File: src/rtl/gate_ctrl_if.sv
// gate_ctrl control/status bundle.
// master drives requests, slave is the sequencer.
interface gate_ctrl_if;
  logic start;
  logic auto_mode;
  logic abort;
  logic msd_co;
  logic cnt_clear_n;
  logic cnt_en;
  logic latch;
  logic done;
  logic overflow;
  logic busy;

  modport master (
    output start, auto_mode, abort, msd_co,
    input  cnt_clear_n, cnt_en, latch, done,
    input  overflow, busy
  );

  modport slave (
    input  start, auto_mode, abort, msd_co,
    output cnt_clear_n, cnt_en, latch, done,
    output overflow, busy
  );
endinterface

File: src/rtl/gate_ctrl.sv
// Measurement sequencer for cascaded BCD decades:
// clear, gate, settle, latch, hold; single-shot or auto.
module gate_ctrl #(
  parameter int GATE_CYCLES = 1000,
  parameter int CLR_CYCLES  = 2,
  parameter int HOLD_CYCLES = 500,
  parameter int TW          = 16
) (
  input logic        clk,
  input logic        clear_n,
  gate_ctrl_if.slave gif
);

  typedef enum logic [2:0] {
    IDLE, CLEAR, GATE, SETTLE, LATCH, HOLD
  } state_t;

  localparam logic [TW-1:0] CLR_LAST  = TW'(CLR_CYCLES - 1);
  localparam logic [TW-1:0] GATE_LAST = TW'(GATE_CYCLES - 1);
  localparam logic [TW-1:0] HOLD_LAST = TW'(HOLD_CYCLES - 1);

  state_t        state;
  state_t        state_nx;
  logic [TW-1:0] timer;
  logic          msd_co_d;
  logic          ovf_run;
  logic          ovf_set;
  logic          clr_n_r;
  logic          en_r;
  logic          latch_r;
  logic          busy_r;
  logic          ovf_r;

  // 9->0 wrap of the top decade while the gate result can still change
  assign ovf_set = (state == GATE || state == SETTLE)
                 && msd_co_d && !gif.msd_co;

  // State register
  always_ff @(posedge clk or negedge clear_n) begin
    if (!clear_n) state <= IDLE;
    else          state <= state_nx;
  end

  // Next-state logic; abort overrides everything, including start in IDLE
  always_comb begin
    state_nx = state;
    if (gif.abort) begin
      state_nx = IDLE;
    end else begin
      unique case (state)
        IDLE:
          if (gif.start || gif.auto_mode) state_nx = CLEAR;
        CLEAR:
          if (timer == CLR_LAST) state_nx = GATE;
        GATE:
          if (timer == GATE_LAST) state_nx = SETTLE;
        SETTLE:
          state_nx = LATCH;
        LATCH:
          state_nx = HOLD;
        HOLD:
          if (timer == HOLD_LAST)
            state_nx = gif.auto_mode ? CLEAR : IDLE;
        default:
          state_nx = IDLE;
      endcase
    end
  end

  // Per-state timer, restarted on every state change
  always_ff @(posedge clk or negedge clear_n) begin
    if (!clear_n)
      timer <= '0;
    else if (state_nx != state || state == IDLE)
      timer <= '0;
    else
      timer <= timer + 1'b1;
  end

  // Overflow tracking across the gate and settle window
  always_ff @(posedge clk or negedge clear_n) begin
    if (!clear_n) begin
      msd_co_d <= 1'b0;
      ovf_run  <= 1'b0;
    end else begin
      msd_co_d <= gif.msd_co;
      if (state == CLEAR)
        ovf_run <= 1'b0;
      else if (ovf_set)
        ovf_run <= 1'b1;
    end
  end

  // Registered outputs decoded from the state being entered
  always_ff @(posedge clk or negedge clear_n) begin
    if (!clear_n) begin
      clr_n_r <= 1'b0;
      en_r    <= 1'b0;
      latch_r <= 1'b0;
      busy_r  <= 1'b0;
      ovf_r   <= 1'b0;
    end else begin
      clr_n_r <= (state_nx != CLEAR);
      en_r    <= (state_nx == GATE);
      latch_r <= (state_nx == LATCH);
      busy_r  <= (state_nx != IDLE);
      if (state_nx == LATCH)
        ovf_r <= ovf_run | ovf_set;
    end
  end

  assign gif.cnt_clear_n = clr_n_r;
  assign gif.cnt_en      = en_r;
  assign gif.latch       = latch_r;
  assign gif.done        = latch_r;
  assign gif.busy        = busy_r;
  assign gif.overflow    = ovf_r;

endmodule

File: src/flat_wrapper.sv
// flat-port wrapper written by rule: the top's interface ports become plain ports
module gate_ctrl_flat 
#(
  parameter int GATE_CYCLES = 1000,
  parameter int CLR_CYCLES  = 2,
  parameter int HOLD_CYCLES = 500,
  parameter int TW          = 16
)
  (clk, clear_n, gif_start, gif_auto_mode, gif_abort, gif_msd_co, gif_cnt_clear_n, gif_cnt_en, gif_latch, gif_done, gif_overflow, gif_busy);
  gate_ctrl_if gif_i ();
  input logic clk;
  input logic clear_n;
  input wire logic [$bits(gif_i.start)-1:0] gif_start;
  input wire logic [$bits(gif_i.auto_mode)-1:0] gif_auto_mode;
  input wire logic [$bits(gif_i.abort)-1:0] gif_abort;
  input wire logic [$bits(gif_i.msd_co)-1:0] gif_msd_co;
  output wire logic [$bits(gif_i.cnt_clear_n)-1:0] gif_cnt_clear_n;
  output wire logic [$bits(gif_i.cnt_en)-1:0] gif_cnt_en;
  output wire logic [$bits(gif_i.latch)-1:0] gif_latch;
  output wire logic [$bits(gif_i.done)-1:0] gif_done;
  output wire logic [$bits(gif_i.overflow)-1:0] gif_overflow;
  output wire logic [$bits(gif_i.busy)-1:0] gif_busy;
  assign gif_i.start = gif_start;
  assign gif_i.auto_mode = gif_auto_mode;
  assign gif_i.abort = gif_abort;
  assign gif_i.msd_co = gif_msd_co;
  assign gif_cnt_clear_n = gif_i.cnt_clear_n;
  assign gif_cnt_en = gif_i.cnt_en;
  assign gif_latch = gif_i.latch;
  assign gif_done = gif_i.done;
  assign gif_overflow = gif_i.overflow;
  assign gif_busy = gif_i.busy;
  gate_ctrl #(.GATE_CYCLES(GATE_CYCLES), .CLR_CYCLES(CLR_CYCLES), .HOLD_CYCLES(HOLD_CYCLES), .TW(TW)) u_core (.clk(clk), .clear_n(clear_n), .gif(gif_i));
endmodule
File: config.mk
export PLATFORM = sky130hd
export DESIGN_NAME = gate_ctrl_flat
export DESIGN_NICKNAME = d
export VERILOG_FILES = /design/src/rtl/gate_ctrl_if.sv /design/src/rtl/gate_ctrl.sv /design/src/flat_wrapper.sv
export SDC_FILE = /design/constraint.sdc
export NUM_CORES = 1
export LEC_CHECK = 0
export ABC_AREA = 1
export BUFFER_PORTS_ARGS = -buffer_cell sky130_fd_sc_hd__buf_2
export CORE_ASPECT_RATIO = 1.1
export CORE_MARGIN = 4
export CORE_UTILIZATION = 30
export DETAILED_ROUTE_END_ITERATION = 12
export PLACE_DENSITY_LB_ADDON = 0.15
export REMOVE_ABC_BUFFERS = 1
export SYNTH_ARGS = -nofsm -noshare
export SYNTH_HDL_FRONTEND = slang
export SYNTH_SLANG_ARGS = --single-unit
File: constraint.sdc
create_clock -name clk -period 3.5 [get_ports clk]
set_input_delay 0.35 -clock clk [delete_from_list [all_inputs] [get_ports clk]]
set_output_delay 0.35 -clock clk [all_outputs]
set_load 0.01 [all_outputs]
==> impl_metrics.py <==
metrics = {
    "outcome": {
        "status": "completed",
    },
    "clocking": {
        "ctsLongestPathBuffers": 2,
        "cts_hold_buf": 0,
        "clock_tree.htree_level_count": 1,
        "clock_tree_from_tritoncts": "done",
        "tritoncts.num_buffers": 3,
        "root_buffer": "sky130_fd_sc_hd__clkbuf_8",
        "clock_latency_ns": 0.27,
        "ctsResizeCount": 0,
        "cts_post_setup_buffers_inserted": 0,
        "clock_net_sink_count": 26,
        "clk_pin_slew_worst_paths_ns": 0.09,
    },
    "hold_path": {
        "hold_class": "in2async",
    },
    "layout": {
        "drive_gt1_share_pct": 23.78,
        "post_layout_nonfiller_instances": 241,
        "multi_input_comb_area_um2": 721.9,
        "seq_area_um2": 650.6,
        "nets": 194,
        "final.fill_count": 502,
        "areaGrowthSynthToFinish_pct": 9.949,
        "post-route-cell-area_mm2": 0.001632,
        "n_antenna_cell": 0,
    },
    "yosys": {
        "synthDominantCellAreaShare_pct": 43.84,
        "post_synth_mux_area_share_pct": 0,
        "synth-seq-area-share_pct": 43.84,
        "post_synth_instance_area_mm2": 0.001484,
        "synth_top_cells_by_area": "sky130_fd_sc_hd__dfrtp_1 44%, sky130_fd_sc_hd__nor2_4 8.3%, sky130_fd_sc_hd__nand2_1 7.6%, sky130_fd_sc_hd__nor2_1 7.1%, sky130_fd_sc_hd__xor2_1 5.3%",
        "synth_seq_cells": 26,
        "synthDistinctLibCells": 28,
        "post_synth_fa_ha_maj_area_fraction_pct": 1.686,
        "synth_top_family_by_area": "simple AND/OR/NAND/NOR gates",
        "compound_cell_area_share_of_the_yosys_netlist_pct": 5.228,
        "synth-xor-area-share_pct": 7.083,
        "ys.warnings.count": 0,
        "synth_cells": 173,
        "synth_simple_gate_area_share_pct": 34.65,
        "postSynthAreaPerCell_um2": 8.578,
        "synth.largest_area_cell": "sky130_fd_sc_hd__dfrtp_1",
    },
    "worst_setup_path": {
        "startpoint_type_of_the_worst_setup_path": "flop",
        "end_kind": "flop",
        "r2r_setup_slack_ns": 1.62,
        "worst-endpoint-required_ns": 3.70,
        "critical_path_peak_fanout": 16,
        "timing.setup.critical_path_class": "reg2reg",
        "crit_arrival_ns": 2.08,
    },
    "placement": {
        "dp_slack_ns": 1.617,
        "io_buffer_count": 11,
        "gp_congestion": 0.8537,
        "detailedPlacementHpwl_um": 2045,
        "postPlaceCellArea_mm2": 0.001577,
        "placed_cells_incl_taps": 237,
    },
    "drt": {
        "drcViolationCount": 0,
        "final_wirelength_um": 2760,
        "avgViaCountPerCell": 4.440,
        "detailroute.via_count": 1070,
        "antenna_violation_net_count_after_detailed_routing": 0,
        "avgRoutedWirePerCell_um": 11.45,
        "detail_route.first_pass.iterations": 4,
        "drt_iter0_markers": 24,
    },
    "timing": {
        "hold_viol": 0,
        "highest_attainable_clock_frequency_mhz": 532.4,
        "setup_viol_count_final": 0,
        "timing.max_slew.rel_slack_pct": 60.88,
        "layout_setup_ws_ns": 1.622,
        "timing.final.crit_period_ns": 1.878,
        "maxSlewViolCount": 0,
        "fin_skew_ns": 0.004287,
        "rsz0062_at_grt": "no",
        "tns_ns": 0,
        "transition_time_at_the_pin_with_the_least_slew_margin_ns": 0.5868,
        "final.period_utilization_pct": 53.66,
    },
    "global_route": {
        "grt_remaining_overflow": 0,
        "antenna_found_initial": 0,
        "gr-usage-all-layers_pct": 10.26,
        "grt_pass1_wl_um": 4878,
        "grt_pass1_vias": 1102,
        "grt_start_max_net_pins": 27,
    },
    "power_and_ir_drop": {
        "p_total_uw": 648.5,
        "irDropWorstVdd_mv": 0.1990,
        "cellLeakagePower_nw": 0.7495,
        "p_per_area_mw_per_mm2": 397.5,
    },
    "floorplan": {
        "std_cell_rows": 26,
        "die_area_mm2": 0.006137,
        "dieHeight_um": 81.77,
        "core_area_mm2": 0.004717,
        "initial_standard_cell_utilization_of_the_core_pct": 31.46,
        "die-width_um": 75.06,
        "ios": 12,
    },
    "run": {
        "timing.max_cap.violations": 0,
    },
}
-- kinds of logic after synthesis --
family / count (synthesis)
AOI/OAI and AO/OA: 11
xor gates and xnor gates: 12
adders and majority gates: 2
buffers and inverters: 24
DFF: 26
and+or+nand+nor: 98
-- synth_stat cells --
master / number
sky130_fd_sc_hd__o21ai_4: 1
sky130_fd_sc_hd__nor2_2: 3
sky130_fd_sc_hd__nand2_1: 30
sky130_fd_sc_hd__nor2_1: 28
sky130_fd_sc_hd__o21ai_0: 4
sky130_fd_sc_hd__a31oi_1: 1
sky130_fd_sc_hd__nor3_1: 1
sky130_fd_sc_hd__xor2_1: 9
sky130_fd_sc_hd__a31o_2: 1
sky130_fd_sc_hd__o31ai_1: 1
sky130_fd_sc_hd__buf_4: 1
sky130_fd_sc_hd__a21oi_1: 1
sky130_fd_sc_hd__nand2_4: 1
sky130_fd_sc_hd__dfrtp_1: 26
sky130_fd_sc_hd__nor3_2: 1
sky130_fd_sc_hd__a21oi_2: 1
sky130_fd_sc_hd__inv_2: 3
sky130_fd_sc_hd__inv_1: 18
sky130_fd_sc_hd__buf_2: 1
sky130_fd_sc_hd__xnor2_1: 3
sky130_fd_sc_hd__nand3_1: 14
sky130_fd_sc_hd__o21ai_1: 1
sky130_fd_sc_hd__nor3b_1: 1
sky130_fd_sc_hd__buf_12: 1
sky130_fd_sc_hd__nor2_4: 11
sky130_fd_sc_hd__nand2_2: 7
sky130_fd_sc_hd__nand4_1: 1
sky130_fd_sc_hd__ha_1: 2
-- layout make-up --
cell class	count	area share [%]
multi-input combinational	123	44.25
sequential	26	39.88
inverter	21	4.831
tap	56	4.294
clock buffer	4	3.374
timing repair buffer	11	3.374
-- flip-flops by register name, summed over array words and instances (netlist names) --
| signal | count |
|---|---|
| u_core.gif.cnt_clear_n | 1 |
| u_core.gif.busy | 1 |
| u_core.state | 3 |
| u_core.ovf_run | 1 |
| u_core.msd_co_d | 1 |
| u_core.timer | 16 |
| u_core.gif.overflow | 1 |
| u_core.gif.cnt_en | 1 |
| u_core.gif.done | 1 |
-- per-layer routing --
layer | track usage [%] | share of wire [%]
met5 | 0 | 0
met4 | 2.491 | 0.91
met3 | 3.060 | 4.9
met2 | 17.25 | 46
met1 | 12.77 | 49
-- through the flow --
| step | hold WS (ns) | utilization, % |
|---|---|---|
| CTS | 0.09191 | 34.59 |
| global placement | 0.3861 | 33.42 |
| global route | 0.1194 | 34.59 |
| finish | 0.06544 | 34.59 |
| floorplan | 0.05441 | - |
| detailed placement | 0.4006 | 33.42 |
-- report_power, final --
| group | internal, mW | switching, mW |
|---|---|---|
| logic | 0.0352 | 0.0864 |
| registers | 0.315 | 0.0127 |
| clock network | 0.101 | 0.0986 |
| total | 0.451 | 0.198 |
-- worst max-delay path, cell delays in order, from the launching register on --
cell	delay, ns
sky130_fd_sc_hd__dfrtp_1	0.41
sky130_fd_sc_hd__ha_1	0.23
sky130_fd_sc_hd__nand2_1	0.07
sky130_fd_sc_hd__inv_1	0.07
sky130_fd_sc_hd__nand2_1	0.05
sky130_fd_sc_hd__nor2_1	0.09
sky130_fd_sc_hd__nand3_1	0.08
sky130_fd_sc_hd__nand2_1	0.13
sky130_fd_sc_hd__inv_1	0.05
sky130_fd_sc_hd__nand2_1	0.08
sky130_fd_sc_hd__nand3_1	0.08
sky130_fd_sc_hd__nand2_2	0.10
sky130_fd_sc_hd__nand2_4	0.21
sky130_fd_sc_hd__nor2_1	0.16
-- final timing paths --
path	from	cells after the start	endpoint
setup / recovery	u_core.timer[0]	13	u_core.timer[3]
hold / removal	clear_n	1	u_core.gif.done
setup reg to reg	u_core.timer[0]	13	u_core.timer[3]
hold reg to reg	u_core.gif.overflow	2	u_core.gif.overflow
max in group asynchronous	clear_n	1	u_core.state[1]
min in group clk	gif_msd_co	1	u_core.msd_co_d
-- cell usage in the layout, fill, tap and decap left out --
cell	synthesis	routed
sky130_fd_sc_hd__buf_2	1	11
sky130_fd_sc_hd__a21oi_2	1	1
sky130_fd_sc_hd__o21ai_1	1	1
sky130_fd_sc_hd__inv_1	18	18
sky130_fd_sc_hd__nor2_2	3	3
sky130_fd_sc_hd__nor3b_1	1	1
sky130_fd_sc_hd__o21ai_0	4	4
sky130_fd_sc_hd__nor2_1	28	28
sky130_fd_sc_hd__nand2_2	7	7
sky130_fd_sc_hd__nand4_1	1	1
sky130_fd_sc_hd__a21oi_1	1	1
sky130_fd_sc_hd__o21ai_4	1	1
sky130_fd_sc_hd__clkbuf_8	0	4
sky130_fd_sc_hd__nor3_1	1	1
sky130_fd_sc_hd__nand2_1	30	30
sky130_fd_sc_hd__dfrtp_1	26	26
sky130_fd_sc_hd__a31oi_1	1	1
sky130_fd_sc_hd__nand3_1	14	14
sky130_fd_sc_hd__xor2_1	9	9
sky130_fd_sc_hd__nand2_4	1	1
sky130_fd_sc_hd__a31o_2	1	1
sky130_fd_sc_hd__inv_2	3	3
sky130_fd_sc_hd__nor3_2	1	1
sky130_fd_sc_hd__o31ai_1	1	1
sky130_fd_sc_hd__nor2_4	11	11
sky130_fd_sc_hd__ha_1	2	2
sky130_fd_sc_hd__xnor2_1	3	3
No activity file was read; power rests on OpenSTA's default activity.
